### src/rtl/apb_intc_vec.sv
// APB vectored interrupt controller: per-source synchronisers, level/edge
// detection with polarity, fixed-priority claim/EOI and a registered CPU request.
module apb_intc_vec #(
    parameter int          NUM_SRC     = 16,
    parameter int          SYNC_STAGES = 2,
    parameter logic [31:0] EDGE_RST    = 32'h0
) (
    input  logic               apb_pclk,
    input  logic               apb_prstn,
    input  logic               apb_psel,
    input  logic               apb_penable,
    input  logic               apb_pwrite,
    input  logic [19:0]        apb_paddr,
    input  logic [31:0]        apb_pwdata,
    output logic [31:0]        apb_prdata,
    input  logic [NUM_SRC-1:0] int_src,
    output logic               int_o,
    output logic [5:0]         int_id
);

    logic [NUM_SRC-1:0] sync_q [SYNC_STAGES];
    logic [NUM_SRC-1:0] syncDly_q;
    logic [NUM_SRC-1:0] intEn_q, intEdge_q, intPol_q;
    logic [NUM_SRC-1:0] latch_q, latch_d;
    logic [NUM_SRC-1:0] insvc_q, insvc_d;
    logic               intO_q;
    logic [5:0]         intId_q;

    logic               wrEn, rdEn;
    logic [3:0]         regSel;
    logic [NUM_SRC-1:0] wdat, syncLast, active, edgeEvt, pend, claimable;
    logic [NUM_SRC-1:0] winOh, clrMask, setMask, claimMask, eoiMask;
    logic               winValid, claimHit;
    logic [4:0]         winId;
    logic               unusedBits;

    assign wrEn       = apb_psel & apb_penable & apb_pwrite;
    assign rdEn       = apb_psel & apb_penable & ~apb_pwrite;
    assign regSel     = apb_paddr[5:2];
    assign wdat       = apb_pwdata[NUM_SRC-1:0];
    assign unusedBits = ^{apb_paddr[19:6], apb_paddr[1:0], apb_pwdata};

    assign syncLast  = sync_q[SYNC_STAGES-1];
    assign active    = ~(syncLast ^ intPol_q);
    assign edgeEvt   = intEdge_q & active & (syncLast ^ syncDly_q);
    assign pend      = (intEdge_q & latch_q) | (~intEdge_q & active);
    assign claimable = pend & intEn_q & ~insvc_q;

    // Scan from the top so the lowest claimable index wins.
    always_comb begin
        winValid = 1'b0;
        winId    = '0;
        winOh    = '0;
        for (int i = NUM_SRC - 1; i >= 0; i--) begin
            if (claimable[i]) begin
                winValid = 1'b1;
                winId    = 5'(i);
                winOh    = '0;
                winOh[i] = 1'b1;
            end
        end
    end

    assign claimHit  = rdEn && (regSel == 4'h6) && winValid;
    assign claimMask = claimHit ? winOh : '0;
    assign clrMask   = (wrEn && regSel == 4'h4) ? wdat : '0;
    assign setMask   = (wrEn && regSel == 4'h5) ? (wdat & intEdge_q) : '0;

    always_comb begin
        eoiMask = '0;
        for (int i = 0; i < NUM_SRC; i++) begin
            eoiMask[i] = wrEn && (regSel == 4'h7) && (apb_pwdata[4:0] == 5'(i));
        end
    end

    // Edge events are OR'd in after the clears so a coincident event survives.
    assign latch_d = (latch_q & ~clrMask & ~(claimMask & intEdge_q)) | setMask | edgeEvt;
    assign insvc_d = (insvc_q | claimMask) & ~clrMask & ~eoiMask;

    always_comb begin
        apb_prdata = '0;
        case (regSel)
            4'h0: apb_prdata = 32'(intEn_q);
            4'h1: apb_prdata = 32'(intEdge_q);
            4'h2: apb_prdata = 32'(intPol_q);
            4'h3: apb_prdata = 32'(pend);
            4'h6: apb_prdata = winValid ? {1'b1, 26'b0, winId} : 32'h0;
            4'h8: apb_prdata = 32'(insvc_q);
            default: apb_prdata = '0;
        endcase
    end

    always_ff @(posedge apb_pclk or negedge apb_prstn) begin
        if (!apb_prstn) begin
            for (int s = 0; s < SYNC_STAGES; s++) begin
                sync_q[s] <= '0;
            end
            syncDly_q <= '0;
            intEn_q   <= '0;
            intEdge_q <= EDGE_RST[NUM_SRC-1:0];
            intPol_q  <= '1;
            latch_q   <= '0;
            insvc_q   <= '0;
            intO_q    <= 1'b0;
            intId_q   <= '0;
        end else begin
            sync_q[0] <= int_src;
            for (int s = 1; s < SYNC_STAGES; s++) begin
                sync_q[s] <= sync_q[s-1];
            end
            syncDly_q <= syncLast;
            if (wrEn && regSel == 4'h0) intEn_q   <= wdat;
            if (wrEn && regSel == 4'h1) intEdge_q <= wdat;
            if (wrEn && regSel == 4'h2) intPol_q  <= wdat;
            latch_q <= latch_d;
            insvc_q <= insvc_d;
            intO_q  <= winValid;
            intId_q <= {winValid, winId};
        end
    end

    assign int_o  = intO_q;
    assign int_id = intId_q;

endmodule

### config.mk
export PLATFORM = sky130hd
export DESIGN_NAME = apb_intc_vec
export DESIGN_NICKNAME = d
export VERILOG_FILES = /design/src/rtl/apb_intc_vec.sv
export SDC_FILE = /design/constraint.sdc
export NUM_CORES = 1
export LEC_CHECK = 0
export BUFFER_PORTS_ARGS = -buffer_cell sky130_fd_sc_hd__buf_2
export CORE_ASPECT_RATIO = 1.25
export CORE_MARGIN = 2
export CORE_UTILIZATION = 51
export CTS_CLUSTER_SIZE = 30
export DETAILED_ROUTE_END_ITERATION = 12
export GPL_TIMING_DRIVEN = 0
export PLACE_DENSITY = 0.82
export SLEW_MARGIN = 20
export SYNTH_ARGS = -nofsm -noshare
export SYNTH_HDL_FRONTEND = slang
export SYNTH_SLANG_ARGS = --single-unit
### constraint.sdc
create_clock -name apb_pclk -period 2.4 [get_ports apb_pclk]
set_input_delay 0.24 -clock apb_pclk [delete_from_list [all_inputs] [get_ports apb_pclk]]
set_output_delay 0.24 -clock apb_pclk [all_outputs]
set_load 0.03 [all_outputs]
## Yosys cells after proc, flatten, opt, wreduce, memory -nomap -nowiden

Index checks and enable logic that the tools add are counted.

- Bits in read-only memories: 0
- Logic and storage cells: 140
- Bits in latches: 0
- Register bits after elaboration: 135
- Bits in writable memories: 0
- Memories kept: 0

- Shift operators: 0
- Multiplexer cells: 53
- Bitwise gates (word level): 28
- Reduce and logical (&&, ||, !) cells: 26
- Multiply operators: 0
- Div/mod/pow operators: 0
- Magnitude comparators: 0
- Add/subtract/negate cells: 0
- Equality and inequality tests: 23

Operator list:

| cell | count |
|---|---|
| 16-bit 2-to-1 mux | 19 |
| 16-bit bitwise AND | 12 |
| 32-bit case mux with 6 select lines | 1 |
| 16-bit NOT | 6 |
| 5-bit 2-to-1 mux | 15 |
| 16-bit OR | 4 |
| 5-bit by 4-bit == test with 1-bit output, second input constant | 8 |
| 32-bit 2-to-1 mux | 1 |
| 16-bit XOR | 2 |
| 1-bit logical AND | 24 |
| 5-bit by 3-bit == test with 1-bit output, second input constant | 4 |
| 4-bit by 3-bit == test with 1-bit output, second input constant | 4 |
| 1-bit 2-to-1 mux | 16 |
| 5-bit by 2-bit == test with 1-bit output, second input constant | 2 |
| 4-bit by 2-bit == test with 1-bit output, second input constant | 2 |
| 5-bit by 1-bit == test with 1-bit output, second input constant | 1 |
| 5-bit logical NOT | 1 |
| 4-bit by 1-bit == test with 1-bit output, second input constant | 1 |
| 4-bit == test, second input constant | 1 |
| 4-bit logical NOT | 1 |
| 4-bit 2-to-1 mux | 1 |
| 1-bit bitwise AND | 3 |
| 1-bit NOT | 1 |

## Depth between registers and ports, before layout

- Word-level depth: 29
- Mapped depth: 7
- Gate-level depth less buffers: 6

## Least setup slack after synthesis

No wires, ideal clock.

- Kind: register to output
- From: register intEdge_q[10]
- To: output port apb_prdata[0]
- Buffers on the path: 0
- Data required time: 2.160 ns
- Cell stages (with the launch flop): 7
- Setup slack: -0.251 ns
- Arrival time: 2.411 ns
- Path through: dfrtp_1 or3b_2 o21ai_1 or4_4 nor2_1 a21oi_1 a211o_1

- Word-level cells in the longest chain between the ends: 18
- Elaborated cells between the ends (all ways): 30
- Classes of those cells: mux: 24; bitwise: 6

Ends and longest elaborated chain:

| item | RTL line | source |
|---|---|---|
| from (decl) | 23 | `logic [NUM_SRC-1:0] intEn_q, intEdge_q, intPol_q;` |
| from (signal assigned) | 100 | `intEdge_q <= EDGE_RST[NUM_SRC-1:0];` |
| from (signal assigned) | 113 | `if (wrEn && regSel == 4'h1) intEdge_q <= wdat;` |
| 16-bit NOT | 46 | `assign pend = (intEdge_q & latch_q) \| (~intEdge_q & active);` |
| 16-bit bitwise AND | 46 |  |
| 16-bit OR (*) | 46 |  |
| 16-bit bitwise AND (*) (2 in a row) | 47 | `assign claimable = pend & intEn_q & ~insvc_q;` |
| 5-bit 2-to-1 mux or 1-bit 2-to-1 mux (tied branches) (11 in a row) | 55 | `if (claimable[i]) begin` |
| 32-bit 2-to-1 mux (*) | 87 | `4'h6: apb_prdata = winValid ? {1'b1, 26'b0, winId} : 32'h0;` |
| 32-bit case mux with 6 select lines (*) | 82 | `case (regSel)` |
| to (decl) | 15 | `output logic [31:0] apb_prdata,` |

Mark *: on every way between the ends. The rest lies on a longest branch, timed or not.

## Worst setup path after layout

- From: register intPol_q[5]
- To: output port apb_prdata[3]

- Word-level cells in the longest chain between the ends: 14
- Elaborated cells between the ends (all ways): 20
- Classes of those cells: mux: 14; bitwise: 6

Ends and longest elaborated chain:

| item | RTL line | source |
|---|---|---|
| from (decl) | 23 |  |
| from (signal assigned) | 114 | `if (wrEn && regSel == 4'h2) intPol_q <= wdat;` |
| 16-bit XOR (*) | 44 | `assign active = ~(syncLast ^ intPol_q);` |
| 16-bit NOT (*) | 44 |  |
| 16-bit bitwise AND (*) | 46 |  |
| 16-bit OR (*) | 46 |  |
| 16-bit bitwise AND (*) (2 in a row) | 47 |  |
| 5-bit 2-to-1 mux or 1-bit 2-to-1 mux (tied branches) (6 in a row) | 55 |  |
| 32-bit 2-to-1 mux (*) | 87 |  |
| 32-bit case mux with 6 select lines (*) | 82 |  |

Marked as above.

==> results.toml <==
[layout]
nNetsFinal = 827
num_antenna_cells = 0
synthToLayoutAreaGrowth_pct = 33.0
drive_gt1_share_pct = 37.7
final_util_pct = 69.3
post_layout_nonfiller_instances = 935

[global_route]
track_usage_pct = 27.0
grt_pass1_vias = 5674
grt_antenna_before_repair = 0
grt_pass1_wl_microns = 29200
grt_remaining_overflow = 0
grt_max_degree = 71

[cts]
clk_latency_ns = 0.42
root_buffer = "clkbuf_16"
cts-htree-levels = 4
cts_sinks = 133
cts_tree = "yes"
clk_pin_slew_worst_paths_ns = 0.06
clock_path_buffers = 2
cts_buffers = 17

[sta]
min_period_over_period_pct = 124
rsz0062_at_grt = "yes"
setup_violations = 11
slew_headroom_pct = 29.3
fin_tns_setup_ns = -3.06
hold_viol = 0
finalMaxSlewViolations = 0
period_needed_ns = 2.97
setup_ws_ns = -0.568
tightest_slew_ns = 1.05
fmax_ghz = 0.337
skew_ns = 0.00717

[power]
power_switching_mw = 2.20
ir_worst_vdd_uv = 467
p_comb_share_pct = 24.1
powerDensity_nw_per_um2 = 857
p_total_mw = 7.52
power.leakage_nw = 3.83
p_sw_share_pct = 29.3
pwr-share-clk_pct = 37.8
p_seq_share_pct = 38.2
internal_power_mw = 5.31

[placement]
port_buffers = 58
dp_slack_ns = -0.457
place.gp.congestion = 0.940
dpl.hpwl_microns = 12000
dp_cells = 838

[setup_path]
worst-r2r-cell-count = 8
r2r_end = "latch_q[12]"
start_kind = "flop"
reg2reg_slack_ns = -0.16
arrival_ns = 2.73
crit_type = "reg -> out"
endpoint_kind = "output pin"
required_ns = 2.16
reg2reg_from = "intPol_q[8]"
cp_max_fo = 4

[floorplan]
die_w_microns = 106
initial_core_util_pct = 52.1
rows = 46
dieArea_sq_um = 13900
core_sq_um = 12700
io_pins = 112
die_h_microns = 131

[synth]
synth_area_leaders = "dfrtp_1, mux2_2, dfstp_2"
yosys-top-cells-count = "dfrtp_1, nand2_1, nor2_1"
async_reset_ff_share_pct = 100
yosys.area.top_type_share_pct = 44.4
post-synth-top-area-cell = "dfrtp_1"
synthCells = 595
ys.warnings.count = 0
yosysSeqAreaShare_pct = 50.8
ys_types = 60
netlist_area_sq_um = 6600
synth_edf_count = 0
synth_flop_cell = "dfrtp_1"
synth_most_common_cell = "dfrtp_1"
ys_ff_latch = 133
syn_avg_cell_area_sq_um = 11.1

[detailed_routing]
wl_per_cell_microns = 20.5
drt-pass1-iter-count = 7
wl_microns = 19100
drc = 0
vias = 5801
ant_nets = 0
vias_per_cell = 6.20
dr.first_iter.drc_count = 805

[min_path]
hold-path-cell-count = 2
worstHoldPathType = "in -> reg"
holdCritStartpoint = "apb_pwdata[12]"
min_to = "insvc_q[12]"

[job]
timing.max_cap.violations = 0

[status]
outcome = "finished, violations left"
violations = "negative setup slack"
==> metrics by stage <==
stage                     hold WS, ns  area (sq um)
after floorplan               -0.0556          6700
after global placement          0.334          7200
after detailed placement        0.217          7250
after CTS                      0.0810          8490
after global routing           0.0924          8770
final                          0.0947          8770
==> metal layers <==
metal	part of all wire, %	global-route usage, %	up-vias
li1	-	-	2544
met1	38	33.3	2854
met2	50	44.3	340
met3	7.9	5.85	63
met4	3.7	14.2	0
met5	0	0	-
==> flip-flops by register name, summed over array words and instances, names as in the netlist <==
signal / count
intEn_q: 16
intEdge_q: 16
syncLast: 16
insvc_q: 16
sync_q: 16
latch_q: 16
int_id: 5
syncDly_q: 16
intPol_q: 16
==> worst max path at each step <==
| stage | startpoint | endpoint | slack [ns] | cells past startpoint |
|---|---|---|---|---|
| 6_report | intPol_q[5] | apb_prdata[3] | -0.57 | 8 |
| 5_1_grt | intPol_q[5] | apb_prdata[0] | -0.62 | 9 |
| 4_1_cts | intPol_q[14] | apb_prdata[1] | -0.52 | 7 |
| 3_5_place_dp | intPol_q[4] | apb_prdata[3] | -0.46 | 7 |
| 3_3_place_gp | apb_paddr[5] | apb_prdata[3] | -0.86 | 6 |
| 2_1_floorplan | intPol_q[4] | apb_prdata[3] | -0.003 | 6 |
==> cell usage in the layout (no fill, tap or decap), drive strengths merged, types with 12 or more instances in the layout <==
cell type / instances
nor2: 55
nand2: 67
dfrtp: 117
a222oi: 16
conb: 16
a21oi: 20
dlygate4sd3: 17
buf: 134
mux2: 47
o211ai: 18
nand2b: 16
a32o: 16
clkbuf: 42
a221o: 17
nor2b: 12
dfstp: 16
a221oi: 15
==> power groups by stage <==
stage	clock network, mW	registers (mW)	logic (mW)
finish	2.84	2.87	1.81
global route	2.96	2.91	1.91
CTS	2.87	2.85	1.65
detailed placement	0	2.89	1.38
global placement	0	2.86	1.32
floorplan	0	2.90	0.932
==> what timing repair did <==
item                                    4_1_cts  5_1_grt
resized for setup                            45       26
pin swaps                                    27       20
setup buffers                                27       22
endpoints found under the hold margin        72        0
hold buffers                                 17        0
endpoints found under the setup margin       39       42
==> kinds of logic (layout without fill, tap and decap cells) <==
family	count (synthesis)	in the layout	share of synthesized area [%]
AOI/OAI and AO/OA	138	138	18.1
xor gates and xnor gates	16	16	2.35
buffers and inverters	48	205	3.85
DFF	133	133	50.8
muxes	47	47	8.03
other	1	16	0.0569
and+or+nand+nor	212	212	16.8
==> cell type report <==
cell class / instances / area, sq um
fill: 882 / 3890
multi-input combinational: 429 / 3400
sequential: 133 / 3350
timing repair buffer: 125 / 912
clock buffer: 23 / 468
buffer: 45 / 250
tap: 168 / 210
clock inverter: 9 / 175
inverter: 3 / 11.3
==> critical path: stages (launching register included) <==
cell and delay (ns):
dfstp_2 0.57, xnor2_2 0.09, o211ai_1 0.23, buf_4 0.19, nand4_4 0.16, nor3_4 0.32, or3b_4 0.45, o2111ai_4 0.13
buf_6 0.17
No activity file was read; power rests on OpenSTA's default activity.
